[src/rtl/sys_rst_gen_pkg.sv]
// Shared constants for the system reset generator: cause codes, parameter
// defaults and FSM state encodings.
package sys_rst_gen_pkg;

    localparam int unsigned RST_HOLD_CYCLES = 16;
    localparam int unsigned RST_SYNC_STAGES = 2;
    localparam int unsigned RST_WDOG_BITS   = 20;
    localparam int unsigned HOLD_CNT_BITS   = 8;
    localparam int unsigned CAUSE_BITS      = 2;

    typedef logic [CAUSE_BITS-1:0] cause_t;

    localparam cause_t RST_CAUSE_EXT  = 2'b01;
    localparam cause_t RST_CAUSE_SW   = 2'b10;
    localparam cause_t RST_CAUSE_WDOG = 2'b11;

    typedef enum logic {
        ST_HOLD = 1'b0,
        ST_RUN  = 1'b1
    } state_e;

endpackage

[src/rtl/sys_rst_gen_rst_sync.sv]
// Reset release synchronizer: asserts asynchronously with the external reset,
// deasserts after STAGES rising edges of the local clock.
module sys_rst_gen_rst_sync
    import sys_rst_gen_pkg::*;
#(
    parameter int unsigned STAGES = RST_SYNC_STAGES
) (
    input  logic clk,
    input  logic rst_async,
    output logic rst_synced
);

    logic [STAGES-1:0] chain;

    // Ones are preset by the reset; zeros shift in once it is released.
    always_ff @(posedge clk or posedge rst_async) begin
        if (rst_async) begin
            chain <= '1;
        end else begin
            chain <= {chain[STAGES-2:0], 1'b0};
        end
    end

    assign rst_synced = chain[STAGES-1];

endmodule

[src/rtl/sys_rst_gen.sv]
// System reset generator: stretches external, software and watchdog resets
// into a fixed-length registered reset and records the cause of the last one.
module sys_rst_gen
    import sys_rst_gen_pkg::*;
#(
    parameter int unsigned HOLD_CYCLES = RST_HOLD_CYCLES,
    parameter int unsigned SYNC_STAGES = RST_SYNC_STAGES,
    parameter int unsigned WDOG_BITS   = RST_WDOG_BITS
) (
    input  logic                 sys_clock_i,
    input  logic                 sys_reset_i,
    input  logic                 sw_reset_req_i,
    input  logic                 wdog_en_i,
    input  logic                 wdog_kick_i,
    output logic                 sys_reset_o,
    output logic [1:0]           reset_cause_o,
    output logic [WDOG_BITS-1:0] wdog_count_o
);

    localparam logic [HOLD_CNT_BITS-1:0] HOLD_LAST = HOLD_CNT_BITS'(HOLD_CYCLES - 1);

    state_e                   state_q, state_d;
    logic [HOLD_CNT_BITS-1:0] hold_q, hold_d;
    logic [WDOG_BITS-1:0]     wdog_q, wdog_d;
    cause_t                   cause_q, cause_d;
    logic                     rst_q;
    logic                     rst_synced;
    logic                     wdog_expire;

    sys_rst_gen_rst_sync #(
        .STAGES (SYNC_STAGES)
    ) u_rst_sync (
        .clk        (sys_clock_i),
        .rst_async  (sys_reset_i),
        .rst_synced (rst_synced)
    );

    assign wdog_expire = wdog_en_i && !wdog_kick_i && (&wdog_q);

    always_ff @(posedge sys_clock_i or posedge sys_reset_i) begin
        if (sys_reset_i) begin
            state_q <= ST_HOLD;
            hold_q  <= '0;
            wdog_q  <= '0;
            cause_q <= RST_CAUSE_EXT;
            rst_q   <= 1'b1;
        end else begin
            state_q <= state_d;
            hold_q  <= hold_d;
            wdog_q  <= wdog_d;
            cause_q <= cause_d;
            rst_q   <= (state_d == ST_HOLD);
        end
    end

    // Watchdog expiry outranks a same-edge software request.
    always_comb begin
        state_d = state_q;
        hold_d  = hold_q;
        wdog_d  = wdog_q;
        cause_d = cause_q;
        unique case (state_q)
            ST_HOLD: begin
                wdog_d = '0;
                if (!rst_synced) begin
                    if (hold_q == HOLD_LAST) begin
                        state_d = ST_RUN;
                        hold_d  = '0;
                    end else begin
                        hold_d = hold_q + HOLD_CNT_BITS'(1);
                    end
                end
            end
            ST_RUN: begin
                if (wdog_expire) begin
                    state_d = ST_HOLD;
                    hold_d  = '0;
                    wdog_d  = '0;
                    cause_d = RST_CAUSE_WDOG;
                end else if (sw_reset_req_i) begin
                    state_d = ST_HOLD;
                    hold_d  = '0;
                    wdog_d  = '0;
                    cause_d = RST_CAUSE_SW;
                end else if (wdog_en_i) begin
                    wdog_d = wdog_kick_i ? '0 : wdog_q + WDOG_BITS'(1);
                end
            end
            default: begin
                state_d = ST_HOLD;
            end
        endcase
    end

    assign sys_reset_o   = rst_q;
    assign reset_cause_o = cause_q;
    assign wdog_count_o  = wdog_q;

endmodule

[config.mk]
export PLATFORM = sky130hd
export DESIGN_NAME = sys_rst_gen
export DESIGN_NICKNAME = d
export VERILOG_FILES = /design/src/rtl/sys_rst_gen_pkg.sv /design/src/rtl/sys_rst_gen_rst_sync.sv /design/src/rtl/sys_rst_gen.sv
export SDC_FILE = /design/constraint.sdc
export NUM_CORES = 1
export LEC_CHECK = 0
export BUFFER_PORTS_ARGS = -buffer_cell sky130_fd_sc_hd__clkbuf_2
export CELL_PAD_IN_SITES_DETAIL_PLACEMENT = 1
export CELL_PAD_IN_SITES_GLOBAL_PLACEMENT = 2
export CORE_ASPECT_RATIO = 0.6
export CORE_MARGIN = 8
export CORE_UTILIZATION = 34
export DETAILED_ROUTE_END_ITERATION = 6
export GPL_TIMING_DRIVEN = 0
export PLACE_DENSITY = 0.84
export RECOVER_POWER = 50
export SETUP_SLACK_MARGIN = 0.1
export SLEW_MARGIN = 20
export SYNTH_ARGS = -nofsm -noshare
export SYNTH_HDL_FRONTEND = slang
export SYNTH_HIERARCHICAL = 1
export SYNTH_SLANG_ARGS = --single-unit
[constraint.sdc]
create_clock -name sys_clock_i -period 1.9 [get_ports sys_clock_i]
set_input_delay 0.19 -clock sys_clock_i [delete_from_list [all_inputs] [get_ports sys_clock_i]]
set_output_delay 0.19 -clock sys_clock_i [all_outputs]
set_load 0.1 [all_outputs]
==> reports/metrics.yaml <==
routing:
  vias_per_cell: 5.61
  vias: 1923
  wl_per_cell_um: 19.2
  detail_route.wirelength_mm: 6.57
  first_pass_iters: 4
  postRouteAntennaNets: 0
  drt_iter0_markers: 97
  remaining_drc_errors: 0
worst_setup_path:
  criticalPathCategory: "reg -> reg"
  cp_data_required_time_ps: 2040
  critPathArrivalTime_ps: 1980
  end_kind: "flip-flop"
  cp-start-kind: "flip-flop"
  critPathMaxFanout: 6
die:
  design.core.area_um2: 5490
  floorplan.die.width_um: 113
  die_area_um2: 8340
  num_rows: 21
  die_height_um: 74.0
  initial_utilization_pct: 34.7
  ios: 28
logic_synthesis:
  dominantRegCellSynth: "dfrtp_1"
  synthCells: 215
  post_synth.cell_area_avg_um2: 8.87
  yosys_warnings: 6
  synth_nets: 222
  ys_seq_area_share_pct: 44.9
  synthDistinctLibCells: 48
  synthesis.area_um2: 1910
  synth_enable_flop_cells: 0
  ys_async_sr_fraction_pct: 100
  yosys_register_bits: 34
cts:
  h-tree-depth: 2
  clk_latency_worst_skew_pair_ps: 290
  ctsRootBufferMaster: "clkbuf_8"
  tritoncts: "done"
  cts_made_buffers: 5
  ctsLongestPathBuffers: 2
  cts.sink_count: 34
  path_clk_slew_ps: 70
flow_run:
  max_cap_violations: 0
power:
  p_clk_share_pct: 28.3
  net-switching-power_mw: 0.728
  cell_internal_pwr_mw: 1.31
  seq_power_share_pct: 45.7
  p_per_area_nw_per_um2: 765
  swShare_pct: 35.8
  combinational_power_share_pct: 25.9
  max-vdd-ir-drop_mv: 0.373
  total_leakage_power_nw: 1.10
timing:
  timing.slew.headroom_pct: 52.4
  transition_time_at_the_pin_with_the_least_slew_margin_ps: 713
  skew_ps: 10.2
  grt_setup_unrepaired: "true"
  final_min_period_over_clock_period_pct: 97.1
  finalHoldViolCount: 0
  setup_total_neg_slack_ps: 0
  finalMaxSlewViolations: 0
  final_period_minus_worst_setup_slack_ps: 1840
  whs_ps: 226
  setup_viol: 0
  max_freq_mhz: 542
global_route:
  grt_pass1_wl_mm: 10.3
  first_global_vias: 1938
  grt_max_degree: 33
  global_route.overflow_total: 0
  antenna_found_initial: 0
  groute.usage.overall_pct: 15.7
placed_design:
  dpl.hpwl_mm: 4.17
  port_buffers: 27
  final_estimated_routing_congestion_in_global_placement: 0.738
final_layout:
  final_core_utilization_pct: 48.4
  antennaDiodeCount: 0
  share_of_layout_cells_above_drive_strength_1_pct: 39.4
  area_delta_synth_final_pct: 39.4
  design.final.nets: 280
hold_path:
  worst_hold_path_type: "in -> reg"
status:
  run_status: "completed"
## path summary, 6_finish.rpt
path | startpoint | to | slack, ps | cells after the start
setup / recovery | wdog_count_o[0] | hold_q[3] | 60 | 8
setup reg to reg | wdog_count_o[0] | hold_q[3] | 60 | 8
hold / removal | sw_reset_req_i | reset_cause_o[1] | 230 | 3
min in group asynchronous | sys_reset_i | u_rst_sync/chain[0] | 470 | 3
max in group asynchronous | sys_reset_i | wdog_count_o[5] | 810 | 3
hold reg to reg | u_rst_sync/chain[0] | u_rst_sync/chain[1] | 360 | 0
## sequential cells by signal, summed over array words and instances, names as in the netlist
signal and flops:
sys_reset_o 1, state_q 1, reset_cause_o 2, hold_q 8, u_rst_sync/chain 2, wdog_count_o 20
## what timing repair did
item,4_1_cts,5_1_grt
pin swaps,7,9
gates cloned,1,0
hold endpoints to repair,2,0
endpoints found under the setup margin,29,30
gates resized for setup,12,20
hold buffers,1,0
setup buffers,15,7
## Yosys cell counts, types with 6 or more instances
cell	instances	area share, %
a21oi_1	18	4.7
a31oi_1	8	2.6
clkbuf_1	6	1.2
dfrtp_1	30	39
inv_1	11	2.2
nand2_1	17	3.3
nand3_1	12	3.1
nand4_1	6	2.0
nor2_1	21	4.1
nor2b_1	7	2.3
nor3_1	7	1.8
o21ai_0	12	3.1
## routing by layer
metal,share of wire [%],global-route usage (%)
met5,0,0
met4,0.79,4.15
met1,52,22.1
met3,4.5,4.21
met2,43,23.3
## cell families after synthesis
logic type | after synthesis | share of synthesized area (%)
and+or+nand+nor | 91 | 25.6
DFF | 34 | 44.9
adders and majority gates | 2 | 1.31
other | 1 | 0.197
xor gates and xnor gates | 2 | 0.919
muxes | 2 | 1.05
AOI/OAI and AO/OA | 61 | 19.9
buffers and inverters | 22 | 6.10
## worst max-delay path, cell delays in order (launching register included)
cell and delay (ps):
dfrtp_4 430, ha_4 140, and4_4 230, nand3_4 80, nor3b_4 280, nand2b_4 190
buf_12 140, buf_8 110, o22ai_1 80
## per-stage QoR
step	total power [mW]	setup slack, ps	cell area [um^2]	instances
finish	2.03	55.7	2660	343
CTS	1.99	49.9	2500	336
floorplan	1.26	-86.0	1980	215
global route	2.15	-3.37	2660	343
detailed placement	1.38	-208	2200	311
global placement	1.36	-193	2200	311
## power by group through the flow
stage	clock network (mW)	logic [mW]	registers [mW]
after floorplan	0	0.266	0.993
after global placement	0	0.435	0.928
after detailed placement	0	0.450	0.932
after CTS	0.586	0.482	0.921
after global routing	0.629	0.573	0.943
final	0.576	0.527	0.930
## layout make-up
type	count	area, um^2
fillers	646	2830
multi-input cells	159	1090
flip-flops and latches	34	890
repair buffers	51	352
plain buffers	11	105
clock buffers	7	86.3
well taps	69	86.3
inverters	11	41.3
clock inverters	1	5.00
## placed cells by master (no fill, tap or decap), types with 5 or more instances in the layout
cell      instances
a21oi_1          16
o21ai_0          11
clkbuf_1          8
nand3_1          10
a31oi_1           5
nor2_1           19
clkbuf_2         26
inv_1            10
nand2_1          16
nand4_1           6
clkbuf_8          8
dfrtp_1          15
buf_4            19
dfrtp_4           6
nor3_1            5
dfrtp_2           9
nor2b_1           6
Power figures use the tool's default switching activity.
